### src/rtl/board_text_streamer_if.sv
// Byte stream from board_text_streamer toward a UART-style sink.
// The master drives the byte and its valid; the slave drives ready.
interface board_text_streamer_if;
  logic [7:0] char_out;
  logic       char_valid;
  logic       char_ready;

  modport master (output char_out, output char_valid, input char_ready);
  modport slave  (input char_out, input char_valid, output char_ready);
endinterface

### src/rtl/board_text_streamer.sv
// Snapshots a GRID x GRID tile board plus score, converts each value to decimal with a serial
// double-dabble, then streams the ASCII frame byte by byte. Option macro: BTS_ZERO_BLANK_EN.
module board_text_streamer #(
  parameter int unsigned GRID         = 4,
  parameter int unsigned TILE_W       = 20,
  parameter int unsigned DIGITS       = 4,
  parameter int unsigned SCORE_W      = 21,
  parameter int unsigned SCORE_DIGITS = 7
) (
  input  logic                          clk,
  input  logic                          rst,
  input  logic                          start,
  input  logic [GRID*GRID*TILE_W-1:0]   board,
  input  logic [SCORE_W-1:0]            score,
  board_text_streamer_if.master         tx,
  output logic                          busy,
  output logic                          done
);

  localparam int unsigned NT       = GRID * GRID;
  localparam int unsigned NBITS    = NT * TILE_W + SCORE_W;
  localparam int unsigned FW       = DIGITS + 3;
  localparam int unsigned W        = GRID * FW + 1;
  localparam int unsigned LINE_LEN = W + 2;
  localparam int unsigned TRL_LEN  = 11 + SCORE_DIGITS;
  localparam int unsigned TLINE    = 4 * GRID + 1;
  localparam int unsigned TDIG     = (TILE_W * 3 + 9) / 10 + 1;
  localparam int unsigned SDIG     = (SCORE_W * 3 + 9) / 10 + 1;
  localparam int unsigned MD       = (DIGITS > SCORE_DIGITS) ? DIGITS : SCORE_DIGITS;
  localparam int unsigned AD0      = (TDIG > SDIG) ? TDIG : SDIG;
  localparam int unsigned AD       = (AD0 > MD) ? AD0 : MD;
  localparam int unsigned MDW      = 4 * MD;
  localparam int unsigned MAXW     = (TILE_W > SCORE_W) ? TILE_W : SCORE_W;
  localparam int unsigned BIT_W    = $clog2(MAXW + 1);
  localparam int unsigned IDX_W    = $clog2(NT + 1);
  localparam int unsigned TI_W     = $clog2(NT);
  localparam int unsigned CNT_W    = 16;
  localparam int unsigned LN_W     = 8;
  localparam logic [55:0] SCORE_TXT = "score: ";
`ifdef BTS_ZERO_BLANK_EN
  localparam bit ZERO_BLANK = 1'b1;
`else
  localparam bit ZERO_BLANK = 1'b0;
`endif

  typedef enum logic [1:0] {IDLE, CONV, EMIT} state_t;

  state_t               state;
  logic [NBITS-1:0]     sh;
  logic [4*AD-1:0]      acc, acc_adj, acc_nxt;
  logic [BIT_W-1:0]     bit_cnt;
  logic [IDX_W-1:0]     val_idx;
  logic [4*DIGITS-1:0]  tile_bcd [NT];
  logic [NT-1:0]        tile_ovf;
  logic [4*SCORE_DIGITS-1:0] score_bcd;
  logic                 score_ovf;
  logic [LN_W-1:0]      line_q, nline;
  logic [CNT_W-1:0]     col_q, off_q, tcol_q, ncol, noff, ntcol;
  logic [7:0]           char_out_q, char_nxt;
  logic                 char_valid_q;
  logic                 is_score_c, last_bit_c, eol_c, last_c;
  int unsigned          ci, oi;
  logic [TI_W-1:0]      tsel;

  assign tx.char_out   = char_out_q;
  assign tx.char_valid = char_valid_q;

  // One field digit; idx 0 is the least significant digit of the field.
  function automatic logic [7:0] digit_char(input logic [MDW-1:0] bcd, input logic ovf,
                                            input int unsigned idx, input logic keep_last);
    logic [7:0] ch;
    ch = {4'h3, bcd[4*idx +: 4]};
    if (ZERO_BLANK && ((bcd >> (4 * idx)) == '0) && !(keep_last && idx == 0)) ch = 8'h20;
    if (ovf) ch = 8'h2A;
    return ch;
  endfunction

  // Double-dabble step on the shared accumulator, MSB of the snapshot shifted in.
  always_comb begin : dabble
    acc_adj = acc;
    for (int i = 0; i < int'(AD); i++) begin
      if (acc_adj[4*i +: 4] >= 4'd5) acc_adj[4*i +: 4] = acc_adj[4*i +: 4] + 4'd3;
    end
    acc_nxt    = {acc_adj[4*AD-2:0], sh[NBITS-1]};
    is_score_c = (val_idx == IDX_W'(NT));
    last_bit_c = is_score_c ? (bit_cnt == BIT_W'(SCORE_W - 1)) : (bit_cnt == BIT_W'(TILE_W - 1));
  end

  // Frame position of the byte following the one currently presented.
  always_comb begin : pos_next
    eol_c  = (line_q == LN_W'(TLINE)) ? (col_q == CNT_W'(TRL_LEN - 1))
                                      : (col_q == CNT_W'(LINE_LEN - 1));
    nline  = line_q;
    ncol   = col_q + CNT_W'(1);
    noff   = off_q + CNT_W'(1);
    ntcol  = tcol_q;
    last_c = 1'b0;
    if (eol_c) begin
      nline  = line_q + LN_W'(1);
      ncol   = '0;
      noff   = '0;
      ntcol  = '0;
      last_c = (line_q == LN_W'(TLINE));
    end else if (off_q == CNT_W'(FW - 1)) begin
      noff  = '0;
      ntcol = tcol_q + CNT_W'(1);
    end
  end

  // ASCII byte at the next position; line index TLINE is the score trailer.
  always_comb begin : char_gen
    ci       = 32'(ncol);
    oi       = 32'(noff);
    tsel     = TI_W'(32'(nline >> 2) * GRID + 32'(ntcol));
    char_nxt = 8'h20;
    if (nline == LN_W'(TLINE)) begin
      if (ci == 0)                          char_nxt = 8'h0D;
      else if (ci == 1)                     char_nxt = 8'h0A;
      else if (ci < 9)                      char_nxt = SCORE_TXT[8*(8-ci) +: 8];
      else if (ci < 9 + SCORE_DIGITS)
        char_nxt = digit_char(MDW'(score_bcd), score_ovf, SCORE_DIGITS + 8 - ci, 1'b1);
      else if (ci == 9 + SCORE_DIGITS)      char_nxt = 8'h0D;
      else                                  char_nxt = 8'h0A;
    end else if (ci == W) begin
      char_nxt = 8'h0D;
    end else if (ci == W + 1) begin
      char_nxt = 8'h0A;
    end else begin
      case (nline[1:0])
        2'd0: char_nxt = 8'h2D;
        2'd2: begin
          if (oi == 0) char_nxt = 8'h7C;
          else if (oi >= 2 && oi <= DIGITS + 1)
            char_nxt = digit_char(MDW'(tile_bcd[tsel]), tile_ovf[tsel], DIGITS + 1 - oi, 1'b0);
        end
        default: char_nxt = (oi == 0) ? 8'h7C : 8'h20;
      endcase
    end
  end

  always_ff @(posedge clk) begin : fsm
    if (rst) begin
      state        <= IDLE;
      char_out_q   <= '0;
      char_valid_q <= 1'b0;
      busy         <= 1'b0;
      done         <= 1'b0;
    end else begin
      done <= 1'b0;
      case (state)
        IDLE: if (start) begin
          for (int i = 0; i < int'(NT); i++)
            sh[NBITS-1-i*TILE_W -: TILE_W] <= board[i*TILE_W +: TILE_W];
          sh[SCORE_W-1:0] <= score;
          acc     <= '0;
          bit_cnt <= '0;
          val_idx <= '0;
          busy    <= 1'b1;
          state   <= CONV;
        end
        CONV: begin
          sh <= sh << 1;
          if (last_bit_c) begin
            acc     <= '0;
            bit_cnt <= '0;
            val_idx <= val_idx + IDX_W'(1);
            if (is_score_c) begin
              score_bcd    <= acc_nxt[4*SCORE_DIGITS-1:0];
              score_ovf    <= (acc_nxt >> (4 * SCORE_DIGITS)) != '0;
              line_q       <= '0;
              col_q        <= '0;
              off_q        <= '0;
              tcol_q       <= '0;
              char_out_q   <= 8'h2D;
              char_valid_q <= 1'b1;
              state        <= EMIT;
            end else begin
              tile_bcd[val_idx[TI_W-1:0]] <= acc_nxt[4*DIGITS-1:0];
              tile_ovf[val_idx[TI_W-1:0]] <= (acc_nxt >> (4 * DIGITS)) != '0;
            end
          end else begin
            acc     <= acc_nxt;
            bit_cnt <= bit_cnt + BIT_W'(1);
          end
        end
        EMIT: if (tx.char_ready) begin
          if (last_c) begin
            char_valid_q <= 1'b0;
            busy         <= 1'b0;
            done         <= 1'b1;
            state        <= IDLE;
          end else begin
            line_q     <= nline;
            col_q      <= ncol;
            off_q      <= noff;
            tcol_q     <= ntcol;
            char_out_q <= char_nxt;
          end
        end
        default: state <= IDLE;
      endcase
    end
  end

endmodule

### src/flat_wrapper.sv
// flat-port wrapper written by rule: the top's interface ports become plain ports
module board_text_streamer_flat 
#(
  parameter int unsigned GRID         = 4,
  parameter int unsigned TILE_W       = 20,
  parameter int unsigned DIGITS       = 4,
  parameter int unsigned SCORE_W      = 21,
  parameter int unsigned SCORE_DIGITS = 7
)
  (clk, rst, start, board, score, busy, done, tx_char_out, tx_char_valid, tx_char_ready);
  board_text_streamer_if tx_i ();
  input  logic clk;
  input  logic rst;
  input  logic start;
  input  logic [GRID*GRID*TILE_W-1:0] board;
  input  logic [SCORE_W-1:0] score;
  output logic busy;
  output logic done;
  output wire logic [$bits(tx_i.char_out)-1:0] tx_char_out;
  output wire logic [$bits(tx_i.char_valid)-1:0] tx_char_valid;
  input wire logic [$bits(tx_i.char_ready)-1:0] tx_char_ready;
  assign tx_char_out = tx_i.char_out;
  assign tx_char_valid = tx_i.char_valid;
  assign tx_i.char_ready = tx_char_ready;
  board_text_streamer #(.GRID(GRID), .TILE_W(TILE_W), .DIGITS(DIGITS), .SCORE_W(SCORE_W), .SCORE_DIGITS(SCORE_DIGITS)) u_core (.clk(clk), .rst(rst), .start(start), .board(board), .score(score), .tx(tx_i), .busy(busy), .done(done));
endmodule
### config.mk
export PLATFORM = sky130hd
export DESIGN_NAME = board_text_streamer_flat
export DESIGN_NICKNAME = d
export VERILOG_FILES = /design/src/rtl/board_text_streamer_if.sv /design/src/rtl/board_text_streamer.sv /design/src/flat_wrapper.sv
export SDC_FILE = /design/constraint.sdc
export NUM_CORES = 1
export LEC_CHECK = 0
export ABC_AREA = 1
export BUFFER_PORTS_ARGS = -buffer_cell sky130_fd_sc_hd__buf_2
export CAP_MARGIN = 20
export CORE_MARGIN = 2
export CORE_UTILIZATION = 45
export CTS_CLUSTER_DIAMETER = 30
export DETAILED_ROUTE_END_ITERATION = 10
export PLACE_DENSITY_LB_ADDON = 0.3
export SYNTH_ARGS = -nofsm -noshare
export SYNTH_HDL_FRONTEND = slang
export SYNTH_SLANG_ARGS = --single-unit
### constraint.sdc
create_clock -name clk -period 22.7 [get_ports clk]
set_input_delay 0 -clock clk [delete_from_list [all_inputs] [get_ports clk]]
set_output_delay 0 -clock clk [all_outputs]
set_load 0.02 [all_outputs]
==> summary.txt, run 1 <==
Clock tree
  – CTS tree: built
  – Clock sink total: 740
  – CTS resizes: 0
  – CTS buffer count: 153
  – H-tree levels: 4
  – Worst-Skew Late Latency: 0.74 ns
  – Max Root-Sink Buffers: 3
  – Clock transition at the registers of the reported paths: 0.05 ns
  – Post-CTS setup buffers: 0
  – Root buffer cell: clkbuf_16

Floorplan
  – Core Box Area: 74200 um2
  – Ports: 356
  – Num rows: 100
  – Die Span Y: 277.2 um
  – Starting density of the core: 0.4527
  – Area of the die: 76850 um2
  – Die W: 277.2 um

Cells and area
  – Area growth, synth to finish: 33.90%
  – Final #Nets: 4500
  – Layout cells sized above 1: 0.1713
  – Post-layout util: 0.6062

Routing
  – DRC: 0
  – Iter 0 DRT Violations: 2858
  – DR vias: 27.68k
  – Pre-antenna DRT Iters: 6
  – Routed vias/inst: 5.281
  – Routed Antenna Nets: 0
  – WL/cell: 18.92 um
  – Routed wire length: 99.17 mm

Synth
  – Post-Synthesis Cells: 3379
  – Synth Register Bits: 740
  – Yosys cell types: 50
  – Mapped cell area: 33590 um2
  – Net Count, Synth: 3757
  – Post-synthesis sequential area ratio: 0.6580
  – Syn avg cell area: 9.941 um2
  – Syn. warnings: 0

Timing
  – WHS: 0.07869 ns
  – Fin crit period: 5.306 ns
  – Relative slew margins: 0.2136
  – Total negative slack: 0 ns
  – Setup violations, final: 0
  – Count of pins over their slew limit: 0
  – Fin Clk Skew: 0.03303 ns
  – Max frequency: 188.5 MHz
  – Worst Tran Pin Value: 1.180 ns
  – Final Hold Vio Count: 0
  – RSZ-0062 raised after global routing: no
  – Tcrit/Tclk final: 0.2337
  – Final WS setup: 17.39 ns

Power and ir drop
  – Max VDD drop: 0.1095 mV
  – Leakage power: 19.04 nW
  – Power density over the cells: 130.0 nW/um2

Worst setup path
  – Worst Reg-to-Reg Cells: 16
  – Worst path depth: 16
  – Worst setup SP type: flop
  – Maximum net fanout on the critical path: 194
  – Arr. time, crit path: 5.64 ns
  – Critical Path Max Stage Delay: 0.76 ns
  – Slowest CP cell: buf_4
  – Family with the most delay on the worst path: buffers and inverters
  – CP required: 23.03 ns
  – CP Cell Sequence: inv_1 -> ha_1 -> nand2_1 -> nor2_2 -> nand2_4 -> xor2_1 -> nor4_1 -> nand4_1 -> nand2_1 -> nand4_1 -> nor2_1 -> nor2_1 -> nor2_4 -> buf_4 -> buf_4 -> buf_12
  – CP Class: flop to flop
  – Buffers and inverters on the worst path: 4
  – Worst setup EP type: flop

Min path
  – Min-Delay Path Class: input pin to flop
  – WHS Path Cells: 4

Placement
  – Port Buffers: 354
  – Hpwl dp: 54.53 mm
  – Place WS: 17.47 ns
  – Routability-driven placement congestion ratio: 0.8762

Run status
  – Outcome: completed

Flow run
  – # Max-Cap Violations: 0

GRT
  – First-pass GRT wire length: 150.9 mm
  – Initial antenna violation count: 28
  – Vias in the first global route: 27.54k
  – Total track usage: 0.2517
  – Largest net degree at the start of global routing: 195
  – Total grt overflow: 0
## repair_timing
item,4_1_cts,5_1_grt
setup endpoints to repair,0,0
endpoints found under the hold margin,349,0
hold buffers,346,0
## worst min-delay path, delay by kind of cell
family,cells,cell delay (ns)
buffers and inverters,2,0.61
and+or+nand+nor,2,0.08
## power breakdown
part           switching, mW  total, mW  internal, mW
Combinational           1.08       1.46         0.380
Clock                  0.776       2.19          1.42
Sequential             0.121       2.20          2.08
## area by class of cell
cell class                      count  area (um2)
Antenna cell                       27       67.56
Clock buffer                      172        3931
Clock inverter                    106        1184
Fill cell                        5591       29220
Inverter                          180       688.2
Multi-Input combinational cell   2306       10210
Sequential cell                   740       22100
Tap cell                          969        1212
Timing Repair Buffer              741        5588
## path summary, 6_finish.rpt
path / startpoint / to / slack, ns
setup / recovery: u_core.line_q[1]$_SDFFCE_PN0P_ / u_core.sh[289]$_DFFE_PP_ / 17.39
setup reg to reg: u_core.line_q[1]$_SDFFCE_PN0P_ / u_core.sh[289]$_DFFE_PP_ / 17.39
hold / removal: board[282] / u_core.sh[43]$_DFFE_PP_ / 0.08
hold reg to reg: u_core.tx.char_out[6]$_SDFFE_PP0P_ / u_core.tx.char_out[6]$_SDFFE_PP0P_ / 0.47
## state kept, by name, indices dropped and copies added (netlist names)
signal                count
u_core.acc               32
u_core.val_idx            5
u_core.sh               341
u_core.tcol_q             4
u_core.tile_ovf          16
u_core.tx.char_out        7
u_core.line_q             8
u_core.state              2
u_core.score_bcd         28
u_core.tx.char_valid      1
u_core.tile_bcd         256
u_core.off_q             16
u_core.done               1
u_core.score_ovf          1
u_core.col_q             16
u_core.busy               1
u_core.bit_cnt            5
## Yosys cell counts, drive strengths merged
| cell type | number | area share |
|---|---|---|
| nand3b | 3 | 0.00067 |
| o2111ai | 1 | 0.00026 |
| o31ai | 1 | 0.00022 |
| o22ai | 4 | 0.00074 |
| and3 | 1 | 0.00019 |
| nor3 | 30 | 0.0054 |
| nor2 | 222 | 0.026 |
| and2 | 2 | 0.00037 |
| buf | 50 | 0.0090 |
| conb | 1 | 0.00011 |
| a31oi | 8 | 0.0015 |
| o221ai | 2 | 0.00052 |
| xnor2 | 3 | 0.00078 |
| dfxtp | 12 | 0.0072 |
| edfxtp | 728 | 0.65 |
| nor4 | 8 | 0.0017 |
| a21oi | 57 | 0.0085 |
| inv | 179 | 0.020 |
| ha | 33 | 0.012 |
| o21ai | 92 | 0.014 |
| nand2 | 1474 | 0.17 |
| xor2 | 36 | 0.0094 |
| o21bai | 5 | 0.0011 |
| clkbuf | 103 | 0.012 |
| clkinv | 1 | 0.00011 |
| or3 | 3 | 0.00056 |
| nor3b | 1 | 0.00037 |
| a21o | 1 | 0.00022 |
| nand3 | 276 | 0.042 |
| or2 | 15 | 0.0028 |
| nand4 | 15 | 0.0028 |
| o211ai | 12 | 0.0028 |
## kinds of logic (layout without fill, tap and decap cells)
logic type / after synthesis / count (layout) / share of synthesized area
compound gates: 183 / 183 / 0.02972
xor+xnor: 39 / 39 / 0.01017
fa+ha+maj: 33 / 33 / 0.01229
buf+inv: 333 / 1199 / 0.04075
flops: 740 / 740 / 0.6580
other cells: 1 / 28 / 0.0001116
simple gates: 2050 / 2050 / 0.2490
## placed cells by master, fill, tap and decap left out, drive strengths merged, types with 15 or more instances in the layout
| cell | n |
|---|---|
| a21oi | 57 |
| buf | 395 |
| clkbuf | 172 |
| clkinv | 56 |
| clkinvlp | 26 |
| diode | 27 |
| dlygate4sd3 | 346 |
| edfxtp | 728 |
| ha | 33 |
| inv | 190 |
| nand2 | 1474 |
| nand3 | 276 |
| nand4 | 15 |
| nor2 | 222 |
| nor3 | 30 |
| o21ai | 92 |
| or2 | 15 |
| xor2 | 36 |
## metrics by stage
stage,std cells,area (um2),power [mW]
after floorplan,3379,33590,3.277
after global placement,4589,36320,3.523
after detailed placement,4590,36330,3.551
after CTS,5214,44910,5.799
after global routing,5234,44960,6.131
final,5241,44980,5.848
## per-layer routing
metal	up-vias	GRT usage	wire, um
li1	12840	-	-
met1	12960	0.3095	38730
met2	1488	0.4125	46950
met3	381	0.06446	8768
met4	18	0.1265	4624
met5	-	0	98
No activity file was read; power rests on OpenSTA's default activity.
==> run 2, diff against run 1 <==
Clock period 22.7 ns to 4.4 ns, I/O delays scaled along.
==> run 2 against run 1 <==
Against the previous run:
- clock skew up 0.012 ns
- largest power group is now the clock network
- global-route usage grew 0.79 points
- die area unchanged
- register-to-register slack got worse by 17 ns
- sequential power rose to 5.1 times the previous value
- count of clock-buffer cells in the layout shrank 10
- sequential cell count did not move
- final cell count about the same
- maximum frequency is 35% higher
==> summary.txt, run 2 (synthesized netlist as in run 1, its figures left out) <==
Routing
  – Routed Antenna Nets: 0
  – Met1 WL: 38.86 mm
  – DR vias: 27.91k
  – WL/cell: 19.38 um
  – Routed vias/inst: 5.323
  – Iter 0 DRT Violations: 3323
  – DRC: 0
  – Top routing layer in use: met5
  – Routed wire length: 101.6 mm
  – Met2 wire length: 48.52 mm
  – Pre-antenna DRT Iters: 6
  – WL met3: 9.191 mm

Cells and area
  – Final #Nets: 4517
  – Most flops, register: u_core.sh
  – Layout cells sized above 1: 0.1795
  – Max reg flops: 341
  – Area of the multi-input gates: 10210 um2
  – Register area: 22100 um2
  – Fill count: 5515
  – Area growth, synth to finish: 35.88%
  – Commonest non-fill, non-tap cell in the layout: nand2_1
  – Fin area: 45640 um2
  – Post-layout util: 0.6152
  – Finished Layout Cells: 5244
  – Most frequent cells in the layout: nand2_1 (1459), edfxtp_1 (728), buf_2 (354)

Worst setup path
  – Critical Path Max Stage Delay: 0.42 ns
  – CP Cell Sequence: inv_1 -> ha_1 -> nand2_1 -> nor2_2 -> nand2_4 -> nand2_4 -> nand3_4 -> nand2_2 -> or2_2 -> inv_1 -> ha_1 -> xor2_1 -> nor3_1 -> inv_1 -> nor2_1 -> nand3_1 -> nand2_1 -> nand2_1 -> nand2_1 -> nand2_1 -> a21oi_1
  – Slowest CP cell: nor3_1
  – Maximum net fanout on the critical path: 13
  – Buffers and inverters on the worst path: 3
  – R2R Setup Slk: 0.46 ns
  – CP required: 5.03 ns
  – Arr. time, crit path: 4.57 ns
  – Family with the most delay on the worst path: simple AND/OR/NAND/NOR gates
  – Worst path depth: 21
  – Worst Reg-to-Reg Cells: 21
  – Worst setup EP type: flop
  – Most frequent cell on the critical path: nand2_1
  – CP Class: flop to flop
  – Worst setup SP type: flop

Power and ir drop
  – Max VDD drop: 0.5284 mV
  – Final Total Pwr: 31.52 mW
  – Power density over the cells: 690.6 nW/um2
  – Leakage power: 19.43 nW

Placement
  – Routability-driven placement congestion ratio: 0.8847
  – Place WS: 0.4947 ns
  – Placed Area: 36610 um2
  – Placed cells: 4611
  – Port Buffers: 354
  – Hpwl dp: 55.68 mm

Clock tree
  – Post-CTS setup buffers: 0
  – H-tree levels: 4
  – Clock transition at the registers of the reported paths: 0.06 ns
  – CTS buffer count: 149
  – Clock sink total: 740
  – Max Root-Sink Buffers: 3
  – CTS tree: built
  – Worst-Skew Late Latency: 0.75 ns
  – CTS resizes: 0
  – Root buffer cell: clkbuf_16
  – Cts hold-fix bufs: 345

Floorplan
  – Die W: 277.2 um
  – Ports: 356
  – Die Span Y: 277.2 um
  – Starting density of the core: 0.4527
  – Core Box Area: 74200 um2
  – Num rows: 100
  – Area of the die: 76850 um2

Timing
  – Final Hold Vio Count: 0
  – Final WS setup: 0.4639 ns
  – Max frequency: 254.1 MHz
  – Relative slew margins: 0.3139
  – Setup violations, final: 0
  – Tcrit/Tclk final: 0.8946
  – Count of pins over their slew limit: 0
  – Worst Tran Pin Value: 1.029 ns
  – Fin crit period: 3.936 ns
  – Fin Clk Skew: 0.04507 ns
  – RSZ-0062 raised after global routing: no

GRT
  – Total grt overflow: 0
  – Total track usage: 0.2596
  – Initial antenna violation count: 17
  – First-pass GRT wire length: 155.2 mm
  – Largest net degree at the start of global routing: 138
  – Vias in the first global route: 28.07k

Flow run
  – # Max-Cap Violations: 0

Min path
  – Min-Delay Path Class: input pin to flop
  – WHS Path Cells: 4

Run status
  – Outcome: completed
## run 2: layer usage
layer / vias to the layer above / global-route usage
met5: - / 0
met4: 8 / 0.1328
met3: 376 / 0.06125
met2: 1635 / 0.4275
met1: 13040 / 0.3199
li1: 12850 / -
## run 2: tightest hold or removal path: stages
cell	delay, ns
dlygate4sd3_1	0.52
buf_2	0.10
nand2_1	0.05
nand2_1	0.05
## run 2: power by group
group          switching (mW)  internal, mW  leakage, nW
Clock                    4.08          8.30         2.65
Sequential              0.644          10.7         6.91
Combinational            5.69          2.13         9.88
## run 2: layout make-up
class	count	share of cell area
well taps	969	0.02656
clock buffers	162	0.08276
inverters	180	0.01508
repair buffers	762	0.1288
flip-flops and latches	740	0.4842
multi-input cells	2306	0.2236
diodes	14	0.0007676
clock inverters	111	0.03813
## run 2: worst paths after layout
| path | end | startpoint |
|---|---|---|
| hold reg to reg | u_core.tx.char_out[6]$_SDFFE_PP0P_ | u_core.tx.char_out[6]$_SDFFE_PP0P_ |
| setup reg to reg | u_core.tx.char_out[0]$_SDFFE_PP0P_ | u_core.line_q[1]$_SDFFCE_PN0P_ |
| setup / recovery | u_core.tx.char_out[0]$_SDFFE_PP0P_ | u_core.line_q[1]$_SDFFCE_PN0P_ |
| hold / removal | u_core.sh[178]$_DFFE_PP_ | board[177] |
## run 2: stage by stage
stage                     TNS (ns)  hold slack, ns
after floorplan           -1300.49          0.1394
after global placement           0          0.2588
after detailed placement         0          0.2647
after CTS                        0         0.01947
after global routing             0         0.06656
final                            0         0.06685
